## src/rtl/imm_load_expander_if.sv

```systemverilog
// rtl/imm_load_expander_if.sv - request/instruction handshake bundle for imm_load_expander
interface imm_load_expander_if;
    logic        req_valid_i;
    logic        req_ready_o;
    logic [4:0]  rt_i;
    logic [31:0] value_i;
    logic        instr_valid_o;
    logic        instr_ready_i;
    logic [31:0] instr_o;
    logic        last_o;

    // Block side: consumes requests, produces instructions
    modport slave (
        input  req_valid_i, rt_i, value_i, instr_ready_i,
        output req_ready_o, instr_valid_o, instr_o, last_o
    );

    // Producer/consumer side as seen by the surrounding logic
    modport master (
        output req_valid_i, rt_i, value_i, instr_ready_i,
        input  req_ready_o, instr_valid_o, instr_o, last_o
    );
endinterface

```

## src/rtl/imm_load_expander.sv

```systemverilog
// rtl/imm_load_expander.sv - expands a 32-bit constant into ADDI/ORI/LUI/LUI+ORI (optional IMM_LOAD_EXPANDER_CHECK_EN)
module imm_load_expander #(
    parameter logic [5:0] OP_ADDI = 6'b001000,
    parameter logic [5:0] OP_ORI  = 6'b001101,
    parameter logic [5:0] OP_LUI  = 6'b001111,
    parameter int         CNT_W   = 16
) (
    input  logic             clk_i,
    input  logic             rst_i,
    imm_load_expander_if.slave bus,
    output logic [CNT_W-1:0] instr_cnt_o,
    output logic             err_o
);

    typedef enum logic [1:0] {
        S_IDLE  = 2'd0,
        S_EMIT1 = 2'd1,
        S_EMIT2 = 2'd2
    } state_t;

    state_t           r_state;
    state_t           w_state_next;
    logic [4:0]       r_rt;
    logic [31:0]      r_value;
    logic [CNT_W-1:0] r_cnt;

    logic             w_accept;
    logic             w_handoff;
    logic             w_sext_fits;
    logic             w_pair;
    logic [31:0]      w_instr;
    logic             w_last;
    logic             w_valid;
    logic             w_ready;

    // rt==0 requests are consumed but never leave IDLE
    assign w_accept    = bus.req_valid_i && (r_state == S_IDLE) && (bus.rt_i != 5'd0);
    assign w_handoff   = (r_state != S_IDLE) && bus.instr_ready_i;
    // Bits 31..15 all equal means the value survives a 16-bit sign-extension
    assign w_sext_fits = (r_value[31:15] == 17'h00000) || (r_value[31:15] == 17'h1ffff);
    assign w_pair      = !w_sext_fits && (r_value[31:16] != 16'h0000) && (r_value[15:0] != 16'h0000);

    // State register
    always_ff @(posedge clk_i or posedge rst_i) begin
        if (rst_i) begin
            r_state <= S_IDLE;
        end else begin
            r_state <= w_state_next;
        end
    end

    // Next-state: accept in IDLE, advance only on handoff
    always_comb begin
        w_state_next = r_state;
        case (r_state)
            S_IDLE:  if (w_accept)  w_state_next = S_EMIT1;
            S_EMIT1: if (w_handoff) w_state_next = w_pair ? S_EMIT2 : S_IDLE;
            S_EMIT2: if (w_handoff) w_state_next = S_IDLE;
            default: w_state_next = S_IDLE;
        endcase
    end

    // Outputs decoded from state and the registered request
    always_comb begin
        w_ready = 1'b0;
        w_valid = 1'b0;
        w_instr = 32'h0;
        w_last  = 1'b0;
        case (r_state)
            S_IDLE: begin
                w_ready = 1'b1;
            end
            S_EMIT1: begin
                w_valid = 1'b1;
                w_last  = !w_pair;
                if (w_sext_fits)
                    w_instr = {OP_ADDI, 5'd0, r_rt, r_value[15:0]};
                else if (r_value[31:16] == 16'h0000)
                    w_instr = {OP_ORI, 5'd0, r_rt, r_value[15:0]};
                else
                    w_instr = {OP_LUI, 5'd0, r_rt, r_value[31:16]};
            end
            S_EMIT2: begin
                w_valid = 1'b1;
                w_last  = 1'b1;
                w_instr = {OP_ORI, r_rt, r_rt, r_value[15:0]};
            end
            default: begin
                w_ready = 1'b0;
            end
        endcase
    end

    assign bus.req_ready_o   = w_ready;
    assign bus.instr_valid_o = w_valid;
    assign bus.instr_o       = w_instr;
    assign bus.last_o        = w_last;

    // Capture the request and count handed-off instructions
    always_ff @(posedge clk_i or posedge rst_i) begin
        if (rst_i) begin
            r_rt    <= 5'd0;
            r_value <= 32'h0;
            r_cnt   <= '0;
        end else begin
            if (w_accept) begin
                r_rt    <= bus.rt_i;
                r_value <= bus.value_i;
            end
            if (w_handoff)
                r_cnt <= r_cnt + {{(CNT_W-1){1'b0}}, 1'b1};
        end
    end

    assign instr_cnt_o = r_cnt;

`ifdef IMM_LOAD_EXPANDER_CHECK_EN
    logic [31:0] r_shadow;
    logic [31:0] w_shadow_next;
    logic        r_err;

    // Re-execute the emitted word against a shadow copy of rt
    always_comb begin
        w_shadow_next = r_shadow;
        if (w_instr[31:26] == OP_ADDI)
            w_shadow_next = {{16{w_instr[15]}}, w_instr[15:0]};
        else if (w_instr[31:26] == OP_LUI)
            w_shadow_next = {w_instr[15:0], 16'h0000};
        else if (w_instr[25:21] == 5'd0)
            w_shadow_next = {16'h0000, w_instr[15:0]};
        else
            w_shadow_next = r_shadow | {16'h0000, w_instr[15:0]};
    end

    // Track the shadow and flag a mismatch on the final handoff
    always_ff @(posedge clk_i or posedge rst_i) begin
        if (rst_i) begin
            r_shadow <= 32'h0;
            r_err    <= 1'b0;
        end else if (w_handoff) begin
            r_shadow <= w_shadow_next;
            if (w_last && (w_shadow_next != r_value))
                r_err <= 1'b1;
        end
    end

    assign err_o = r_err;
`else
    assign err_o = 1'b0;
`endif

endmodule

```

## src/flat_wrapper.sv

```systemverilog
// flat-port wrapper written by rule: the top's interface ports become plain ports
module imm_load_expander_flat 
#(
    parameter logic [5:0] OP_ADDI = 6'b001000,
    parameter logic [5:0] OP_ORI  = 6'b001101,
    parameter logic [5:0] OP_LUI  = 6'b001111,
    parameter int         CNT_W   = 16
)
  (clk_i, rst_i, instr_cnt_o, err_o, bus_req_valid_i, bus_rt_i, bus_value_i, bus_instr_ready_i, bus_req_ready_o, bus_instr_valid_o, bus_instr_o, bus_last_o);
  imm_load_expander_if bus_i ();
  input  logic clk_i;
  input  logic rst_i;
  output logic [CNT_W-1:0] instr_cnt_o;
  output logic err_o;
  input wire logic [$bits(bus_i.req_valid_i)-1:0] bus_req_valid_i;
  input wire logic [$bits(bus_i.rt_i)-1:0] bus_rt_i;
  input wire logic [$bits(bus_i.value_i)-1:0] bus_value_i;
  input wire logic [$bits(bus_i.instr_ready_i)-1:0] bus_instr_ready_i;
  output wire logic [$bits(bus_i.req_ready_o)-1:0] bus_req_ready_o;
  output wire logic [$bits(bus_i.instr_valid_o)-1:0] bus_instr_valid_o;
  output wire logic [$bits(bus_i.instr_o)-1:0] bus_instr_o;
  output wire logic [$bits(bus_i.last_o)-1:0] bus_last_o;
  assign bus_i.req_valid_i = bus_req_valid_i;
  assign bus_i.rt_i = bus_rt_i;
  assign bus_i.value_i = bus_value_i;
  assign bus_i.instr_ready_i = bus_instr_ready_i;
  assign bus_req_ready_o = bus_i.req_ready_o;
  assign bus_instr_valid_o = bus_i.instr_valid_o;
  assign bus_instr_o = bus_i.instr_o;
  assign bus_last_o = bus_i.last_o;
  imm_load_expander #(.OP_ADDI(OP_ADDI), .OP_ORI(OP_ORI), .OP_LUI(OP_LUI), .CNT_W(CNT_W)) u_core (.clk_i(clk_i), .rst_i(rst_i), .bus(bus_i), .instr_cnt_o(instr_cnt_o), .err_o(err_o));
endmodule
```

## config.mk

```make
export PLATFORM = sky130hd
export DESIGN_NAME = imm_load_expander_flat
export DESIGN_NICKNAME = d
export VERILOG_FILES = /design/src/rtl/imm_load_expander_if.sv /design/src/rtl/imm_load_expander.sv /design/src/flat_wrapper.sv
export SDC_FILE = /design/constraint.sdc
export NUM_CORES = 1
export LEC_CHECK = 0
export ABC_AREA = 1
export CAP_MARGIN = 20
export CELL_PAD_IN_SITES_DETAIL_PLACEMENT = 1
export CELL_PAD_IN_SITES_GLOBAL_PLACEMENT = 1
export CORE_ASPECT_RATIO = 1.4
export CORE_MARGIN = 2
export CORE_UTILIZATION = 37
export DETAILED_ROUTE_END_ITERATION = 10
export GPL_ROUTABILITY_DRIVEN = 0
export MAX_ROUTING_LAYER = met4
export PLACE_DENSITY = 0.83
export RECOVER_POWER = 100
export SETUP_SLACK_MARGIN = 0.2
export SKIP_CTS_REPAIR_TIMING = 1
export SLEW_MARGIN = 40
export SYNTH_ARGS = -nofsm -noshare
export SYNTH_HDL_FRONTEND = slang
export SYNTH_SLANG_ARGS = --single-unit
```

## constraint.sdc

```tcl
create_clock -name clk_i -period 3.5 [get_ports clk_i]
set_clock_uncertainty 0.1 [all_clocks]
set_input_delay 0.7 -clock clk_i [delete_from_list [all_inputs] [get_ports clk_i]]
set_output_delay 0.7 -clock clk_i [all_outputs]
set_load 0.01 [all_outputs]
```

==> impl_metrics.env, run 1 <==
export IMPL_syn_inst=410
export IMPL_antennaDiodeCount=0
export IMPL_die_x_um=82.5
export IMPL_final_worst_slack_ns=0.241
export IMPL_max_clock_path_buffers=2
export IMPL_drt_first_pass_iters=4
export IMPL_stdcell_count=603
export IMPL_synthFlopType="sky130_fd_sc_hd__dfrtp_1"
export IMPL_p_leak_nw=2.20
export IMPL_number_of_antenna_violations_at_the_first_check_in_global_routing=0
export IMPL_cts_max_level=2
export IMPL_gr_usage_all_layers_pct=22.6
export IMPL_place_detailed_instances=595
export IMPL_global_route_overflow_total=0
export IMPL_die_area_um2=9410
export IMPL_avgSynthCellArea_um2=7.79
export IMPL_num_io_pins=93
export IMPL_cts_tree="yes"
export IMPL_wire_per_inst_um=16.2
export IMPL_layout_commonest_cell="sky130_fd_sc_hd__nand2_1"
export IMPL_timing_critical_path_to_type="output pin"
export IMPL_multiInputGateArea_um2=1460
export IMPL_edff_count_synth=0
export IMPL_top_cell_type_s_share_of_synthesized_area_pct=43.1
export IMPL_total_power_mw=3.50
export IMPL_final_setup_viol_count=0
export IMPL_drv_slew=0
export IMPL_critical_path_class="flop to output pin"
export IMPL_most_used_cell_along_the_critical_path="sky130_fd_sc_hd__nand2_1"
export IMPL_core_area_um2=8510
export IMPL_register_area_um2=1380
export IMPL_outcome="completed"
export IMPL_yosys_synthesis_warning_count=0
export IMPL_route_final_wire_length_mm=9.79
export IMPL_hold_path_end="u_core.r_rt[3]"
export IMPL_ant_nets=0
export IMPL_worstSetupStartpoint="u_core.r_state[1]"
export IMPL_dr_total_vias=3007
export IMPL_critPathMaxStageDelay_ns=0.61
export IMPL_starting_density_of_the_core_pct=37.6
export IMPL_worst_setup_path_start_kind="flop"
export IMPL_reg2reg_slack_ns=0.88
export IMPL_io_buffer_count=89
export IMPL_reg2reg_from="u_core.r_state[1]"
export IMPL_max_cap_viols=0
export IMPL_timing_hold_worst_start="u_core.r_rt[3]"
export IMPL_critPathRequiredTime_ns=2.70
export IMPL_grt_start_max_net_pins=36
export IMPL_detail_route_drc_violations=0
export IMPL_path_delay_family="buffers and inverters"
export IMPL_cts_sink_count=55
export IMPL_area_growth_synth_to_final_pct=33.2
export IMPL_worst_skew_pair_late_latency_ns=0.30
export IMPL_critPathArrivalTime_ns=2.46
export IMPL_rsz0062_at_grt="no"
export IMPL_worst_r2r_cell_count=8
export IMPL_crit_reg_reg_endpoint="u_core.r_value[6]"
export IMPL_dieHeight_um=114
export IMPL_crit_path_max_fanout=19
export IMPL_fillerInstances=1071
export IMPL_final_cell_mix="sky130_fd_sc_hd__nand2_1, sky130_fd_sc_hd__nor2_1, sky130_fd_sc_hd__inv_1"
export IMPL_clock_root_buffer="sky130_fd_sc_hd__clkbuf_16"
export IMPL_rows=40
export IMPL_max_slew_worst_pin_slew_ns=1.31
export IMPL_ys_ff_latch=55
export IMPL_buffer_and_inverter_count_on_the_worst_path=4
export IMPL_final_hold_viol_count=0
export IMPL_achievable_frequency_mhz=307
export IMPL_critical_path_slowest_cell="sky130_fd_sc_hd__dlygate4sd3_1"
export IMPL_cellPowerDensity_nw_per_um2=821
export IMPL_postLayoutCellArea_um2=4260
export IMPL_detailed_place_hpwl_mm=7.69
export IMPL_synth_seq_area_share_pct=43.1
export IMPL_design_final_nets=543
export IMPL_drt_first_iter_violations=114
export IMPL_post_synth_instance_area_um2=3200
export IMPL_setup_tns_final_ns=0
export IMPL_async_reset_ff_share_pct=100
export IMPL_via_per_inst=4.99
export IMPL_layout_drive_gt1_share_pct=7.83
export IMPL_final_critical_path_share_of_the_clock_period_pct=93.1
export IMPL_holdCritPathClass="flop to flop"
export IMPL_worst_ir_drop_vdd_mv=0.364
export IMPL_synth_top_area_cell="sky130_fd_sc_hd__dfrtp_1"
export IMPL_dpl_worst_slack_ns=0.612
export IMPL_dpl_cell_area_um2=4160
export IMPL_ys_top_cells_by_area="sky130_fd_sc_hd__dfrtp_1, sky130_fd_sc_hd__nand2_1, sky130_fd_sc_hd__inv_1"
export IMPL_grt_first_pass_wirelength_mm=15.7
export IMPL_timing_critical_path_cells="inv_1 -> ha_1 -> buf_4 -> nand2_1 -> inv_1 -> nand2_1 -> nand2_1 -> dlygate4sd3_1"
export IMPL_timing_slew_headroom_pct=12.3
export IMPL_holdPathStages=2
export IMPL_final_min_clock_period_ns=3.26
export IMPL_synthDistinctLibCells=29
export IMPL_first_global_vias=3271
export IMPL_clk_pin_slew_worst_paths_ns=0.07
export IMPL_numCtsBuffers=5
==> per-layer routing <==
metal,wire length (µm),GRT usage (%)
met1,3860,24.3
met2,5340,41.0
met4,266,8.42
met3,321,3.01
met5,0,-
==> cells by family after synthesis <==
group,share of synthesized area (%)
xor+xnor,3.29
buf+inv,10.8
compound gates,3.88
other cells,0.117
flops,43.1
fa+ha+maj,1.96
mux,5.29
simple gates,31.6
==> worst max path at each step <==
stage,endpoint,cells past startpoint,slack (ns)
after floorplan,bus_instr_o[0],8,1.11
after global placement,bus_instr_o[1],8,0.71
after detailed placement,bus_instr_o[9],8,0.61
after CTS,bus_instr_o[2],7,0.28
after global routing,bus_instr_o[5],8,0.10
final,bus_instr_o[9],8,0.24
==> power by group <==
part | total (mW) | internal [mW] | switching (mW)
registers | 1.12 | 0.895 | 0.229
logic | 1.87 | 0.796 | 1.08
clock network | 0.496 | 0.265 | 0.231
==> registers in the layout, summed over array words and instances, names as in the netlist <==
register,flops
u_core.instr_cnt_o,16
u_core.r_state,2
u_core.r_value,32
u_core.r_rt,5
==> cells in the mapped netlist, types with 3 or more instances <==
cell type,number
sky130_fd_sc_hd__a21oi_1,22
sky130_fd_sc_hd__nor3_1,3
sky130_fd_sc_hd__nor2_1,59
sky130_fd_sc_hd__buf_2,6
sky130_fd_sc_hd__dfrtp_1,55
sky130_fd_sc_hd__nand3_2,4
sky130_fd_sc_hd__mux2_2,15
sky130_fd_sc_hd__nand2_2,3
sky130_fd_sc_hd__ha_1,5
sky130_fd_sc_hd__xor2_1,6
sky130_fd_sc_hd__nand3_1,23
sky130_fd_sc_hd__xnor2_1,6
sky130_fd_sc_hd__buf_4,8
sky130_fd_sc_hd__nand2_1,96
sky130_fd_sc_hd__nor2_2,5
sky130_fd_sc_hd__nand4_1,20
sky130_fd_sc_hd__inv_1,60
==> worst reg2reg max path, cell delays in order, from the launching register on <==
cell,delay [ns]
sky130_fd_sc_hd__dfrtp_1,0.39
sky130_fd_sc_hd__inv_1,0.10
sky130_fd_sc_hd__ha_1,0.24
sky130_fd_sc_hd__nand2_1,0.07
sky130_fd_sc_hd__inv_1,0.05
sky130_fd_sc_hd__nand2_1,0.93
sky130_fd_sc_hd__clkbuf_1,0.42
sky130_fd_sc_hd__nor2_1,0.11
sky130_fd_sc_hd__a21oi_1,0.15
==> area by class of cell <==
type	count	area share (%)
multi-input combinational	279	34.2
sequential	55	32.3
timing repair buffer	96	21.7
inverter	60	5.38
tap	105	3.09
clock buffer	6	3.03
clock inverter	2	0.294
==> metrics by stage <==
stage,util (%),hold WS [ns]
final,50.0,0.403
after global routing,50.0,0.443
after CTS,50.5,0.416
after detailed placement,48.9,0.398
after global placement,48.9,0.363
after floorplan,-,0.342
Power figures use the tool's default switching activity.
==> inputs of run 2 (changes only) <==
--- a/config.mk
+++ b/config.mk
@@ -11,11 +11,11 @@
 export CELL_PAD_IN_SITES_GLOBAL_PLACEMENT = 1
 export CORE_ASPECT_RATIO = 1.4
 export CORE_MARGIN = 2
-export CORE_UTILIZATION = 37
+export CORE_UTILIZATION = 34
 export DETAILED_ROUTE_END_ITERATION = 10
 export GPL_ROUTABILITY_DRIVEN = 0
 export MAX_ROUTING_LAYER = met4
-export PLACE_DENSITY = 0.83
+export PLACE_DENSITY = 0.77
 export RECOVER_POWER = 100
 export SETUP_SLACK_MARGIN = 0.2
 export SKIP_CTS_REPAIR_TIMING = 1
==> constraint.sdc (replaced) <==
create_clock -name clk_i -period 3.7 [get_ports clk_i]
set_clock_uncertainty 0.1 [all_clocks]
set_input_delay 0.74 -clock clk_i [delete_from_list [all_inputs] [get_ports clk_i]]
set_output_delay 0.74 -clock clk_i [all_outputs]
set_load 0.01 [all_outputs]
==> run 2 against run 1 <==
Die area up 8.4%. Critical path type unchanged. Via count down 1.7%. Combinational power down 9%. Sequential power down 5%. First-iteration DRC count up 18%.
==> impl_metrics.env, run 2 (synthesized netlist as in run 1, its figures left out) <==
export IMPL_achievable_frequency_mhz=301
export IMPL_number_of_antenna_violations_at_the_first_check_in_global_routing=0
export IMPL_setup_tns_final_ns=0
export IMPL_global_route_overflow_total=0
export IMPL_gr_usage_all_layers_pct=19.8
export IMPL_layout_commonest_cell="sky130_fd_sc_hd__nand2_1"
export IMPL_rows=41
export IMPL_io_buffer_count=89
export IMPL_cellPowerDensity_nw_per_um2=761
export IMPL_final_worst_slack_ns=0.378
export IMPL_wire_per_inst_um=15.5
export IMPL_critical_path_class="flop to output pin"
export IMPL_max_cap_viols=0
export IMPL_cts_max_level=2
export IMPL_final_min_clock_period_ns=3.32
export IMPL_dpl_worst_slack_ns=0.575
export IMPL_critPathMaxStageDelay_ns=0.60
export IMPL_path_delay_family="simple AND/OR/NAND/NOR gates"
export IMPL_antennaDiodeCount=0
export IMPL_timing_critical_path_to_type="output pin"
export IMPL_grt_start_max_net_pins=42
export IMPL_pwr_share_clk_pct=14.6
export IMPL_crit_path_max_fanout=18
export IMPL_buffer_and_inverter_count_on_the_worst_path=1
export IMPL_rsz0062_at_grt="no"
export IMPL_num_io_pins=93
export IMPL_clk_pin_slew_worst_paths_ns=0.07
export IMPL_outcome="completed"
export IMPL_die_x_um=85.9
export IMPL_power_share_sequential_pct=32.8
export IMPL_power_switching_mw=1.40
export IMPL_critPathArrivalTime_ns=2.48
export IMPL_critPathRequiredTime_ns=2.86
export IMPL_worst_setup_path_start_kind="flop"
export IMPL_final_cell_mix="sky130_fd_sc_hd__nand2_1, sky130_fd_sc_hd__nor2_1, sky130_fd_sc_hd__inv_1"
export IMPL_intPower_mw=1.84
export IMPL_max_clock_path_buffers=2
export IMPL_p_leak_nw=2.22
export IMPL_critical_path_slowest_cell="sky130_fd_sc_hd__dlygate4sd3_1"
export IMPL_via_per_inst=4.90
export IMPL_holdCritPathClass="flop to flop"
export IMPL_die_area_um2=10200
export IMPL_ant_nets=0
export IMPL_worst_ir_drop_vdd_mv=0.441
export IMPL_final_setup_viol_count=0
export IMPL_most_used_cell_along_the_critical_path="sky130_fd_sc_hd__nand2_1"
export IMPL_timing_slew_headroom_pct=8.95
export IMPL_drv_slew=0
export IMPL_numCtsBuffers=5
export IMPL_largest_register_ffs=32
export IMPL_grt_first_pass_wirelength_mm=15.7
export IMPL_design_final_nets=541
export IMPL_area_growth_synth_to_final_pct=33.2
export IMPL_final_critical_path_share_of_the_clock_period_pct=89.8
export IMPL_final_hold_viol_count=0
export IMPL_route_final_wire_length_mm=9.36
export IMPL_netSwitchingFraction_pct=43.4
export IMPL_max_slew_worst_pin_slew_ns=1.36
export IMPL_drt_first_iter_violations=134
export IMPL_layout_drive_gt1_share_pct=7.86
export IMPL_cts_tree="yes"
export IMPL_dr_total_vias=2956
export IMPL_dieHeight_um=119
export IMPL_clock_root_buffer="sky130_fd_sc_hd__clkbuf_16"
export IMPL_share_comb_of_total_power_pct=52.7
export IMPL_register_with_the_most_flip_flops="u_core.r_value"
export IMPL_drt_first_pass_iters=4
export IMPL_detailed_place_hpwl_mm=7.27
export IMPL_detail_route_drc_violations=0
export IMPL_cts_sink_count=55
export IMPL_first_global_vias=3292
export IMPL_timing_critical_path_cells="nor2_1 -> nand2_1 -> nor2_2 -> nand2_2 -> nand3_4 -> nand3_1 -> nand2_1 -> dlygate4sd3_1"
export IMPL_core_area_um2=9080
export IMPL_starting_density_of_the_core_pct=35.2
export IMPL_worst_skew_pair_late_latency_ns=0.30
==> run 2: cell types whose count changed in the layout (fill, tap and decap cells not counted) <==
cell and change:
sky130_fd_sc_hd__clkdlybuf4s50_1 -4, sky130_fd_sc_hd__dlygate4sd3_1 +4, sky130_fd_sc_hd__clkbuf_1 -2, sky130_fd_sc_hd__buf_4 -1, sky130_fd_sc_hd__clkbuf_2 +1, sky130_fd_sc_hd__clkinvlp_4 -1
sky130_fd_sc_hd__inv_1 +1, sky130_fd_sc_hd__nand2_1 -1, sky130_fd_sc_hd__nand2_2 +1, sky130_fd_sc_hd__nand3_2 -1, sky130_fd_sc_hd__nand3_4 +1
==> run 2: area by class of cell <==
cell class	count	area (µm²)
flip-flops and latches	55	1380
multi-input cells	279	1470
fillers	1131	4820
well taps	107	134
repair buffers	94	915
inverters	60	225
clock buffers	6	129
clock inverters	2	12.5
==> run 2: worst reg2reg max path, cell delays in order (launching register included) <==
cell                       delay [ns]
sky130_fd_sc_hd__dfrtp_1         0.38
sky130_fd_sc_hd__inv_1           0.10
sky130_fd_sc_hd__ha_1            0.26
sky130_fd_sc_hd__nand2_1         0.07
sky130_fd_sc_hd__inv_1           0.05
sky130_fd_sc_hd__nand2_1         0.97
sky130_fd_sc_hd__clkbuf_1        0.44
sky130_fd_sc_hd__nor2_1          0.08
sky130_fd_sc_hd__a21oi_1         0.14
==> run 2: power by group through the flow <==
stage | Sequential [mW] | Combinational, mW | Clock [mW]
after floorplan | 1.02 | 1.11 | 0
after global placement | 1.06 | 1.77 | 0
final | 1.06 | 1.71 | 0.472
after global routing | 1.09 | 1.93 | 0.506
after CTS | 1.06 | 1.82 | 0.481
after detailed placement | 1.07 | 1.81 | 0
==> run 2: layer usage <==
metal	track usage (%)	share of wire, %	vias up	wire (µm)
met3	2.65	3.6	19	340
met2	34.0	52	80	4850
met4	6.85	2.3	0	212
met1	23.5	42	1416	3960
li1	-	-	1441	-
met5	-	0	-	0
==> run 2: worst paths after layout <==
path                                         start                     to  slack [ns]  cells after the start
worst max register to register   u_core.r_state[0]      u_core.r_value[2]        1.02                      8
min in group asynchronous                    rst_i  u_core.instr_cnt_o[3]        0.86                      2
worst min register to register      u_core.r_rt[4]         u_core.r_rt[4]        0.40                      2
worst min-delay path                u_core.r_rt[4]         u_core.r_rt[4]        0.40                      2
max in group asynchronous                    rst_i      u_core.r_value[2]        1.18                      3
worst max-delay path            u_core.r_value[22]         bus_instr_o[7]        0.38                      8
==> run 2: per-stage QoR <==
step           cells  hold slack, ns  total power [mW]  area, µm²  util (%)
6_report         603           0.396              3.24       4260      46.9
3_5_place_dp     595           0.379              2.88       4150      45.7
5_1_grt          603           0.428              3.53       4260      46.9
2_1_floorplan    412           0.342              2.13       3200         -
3_3_place_gp     595           0.366              2.82       4150      45.7
4_1_cts          603           0.397              3.37       4290      47.2
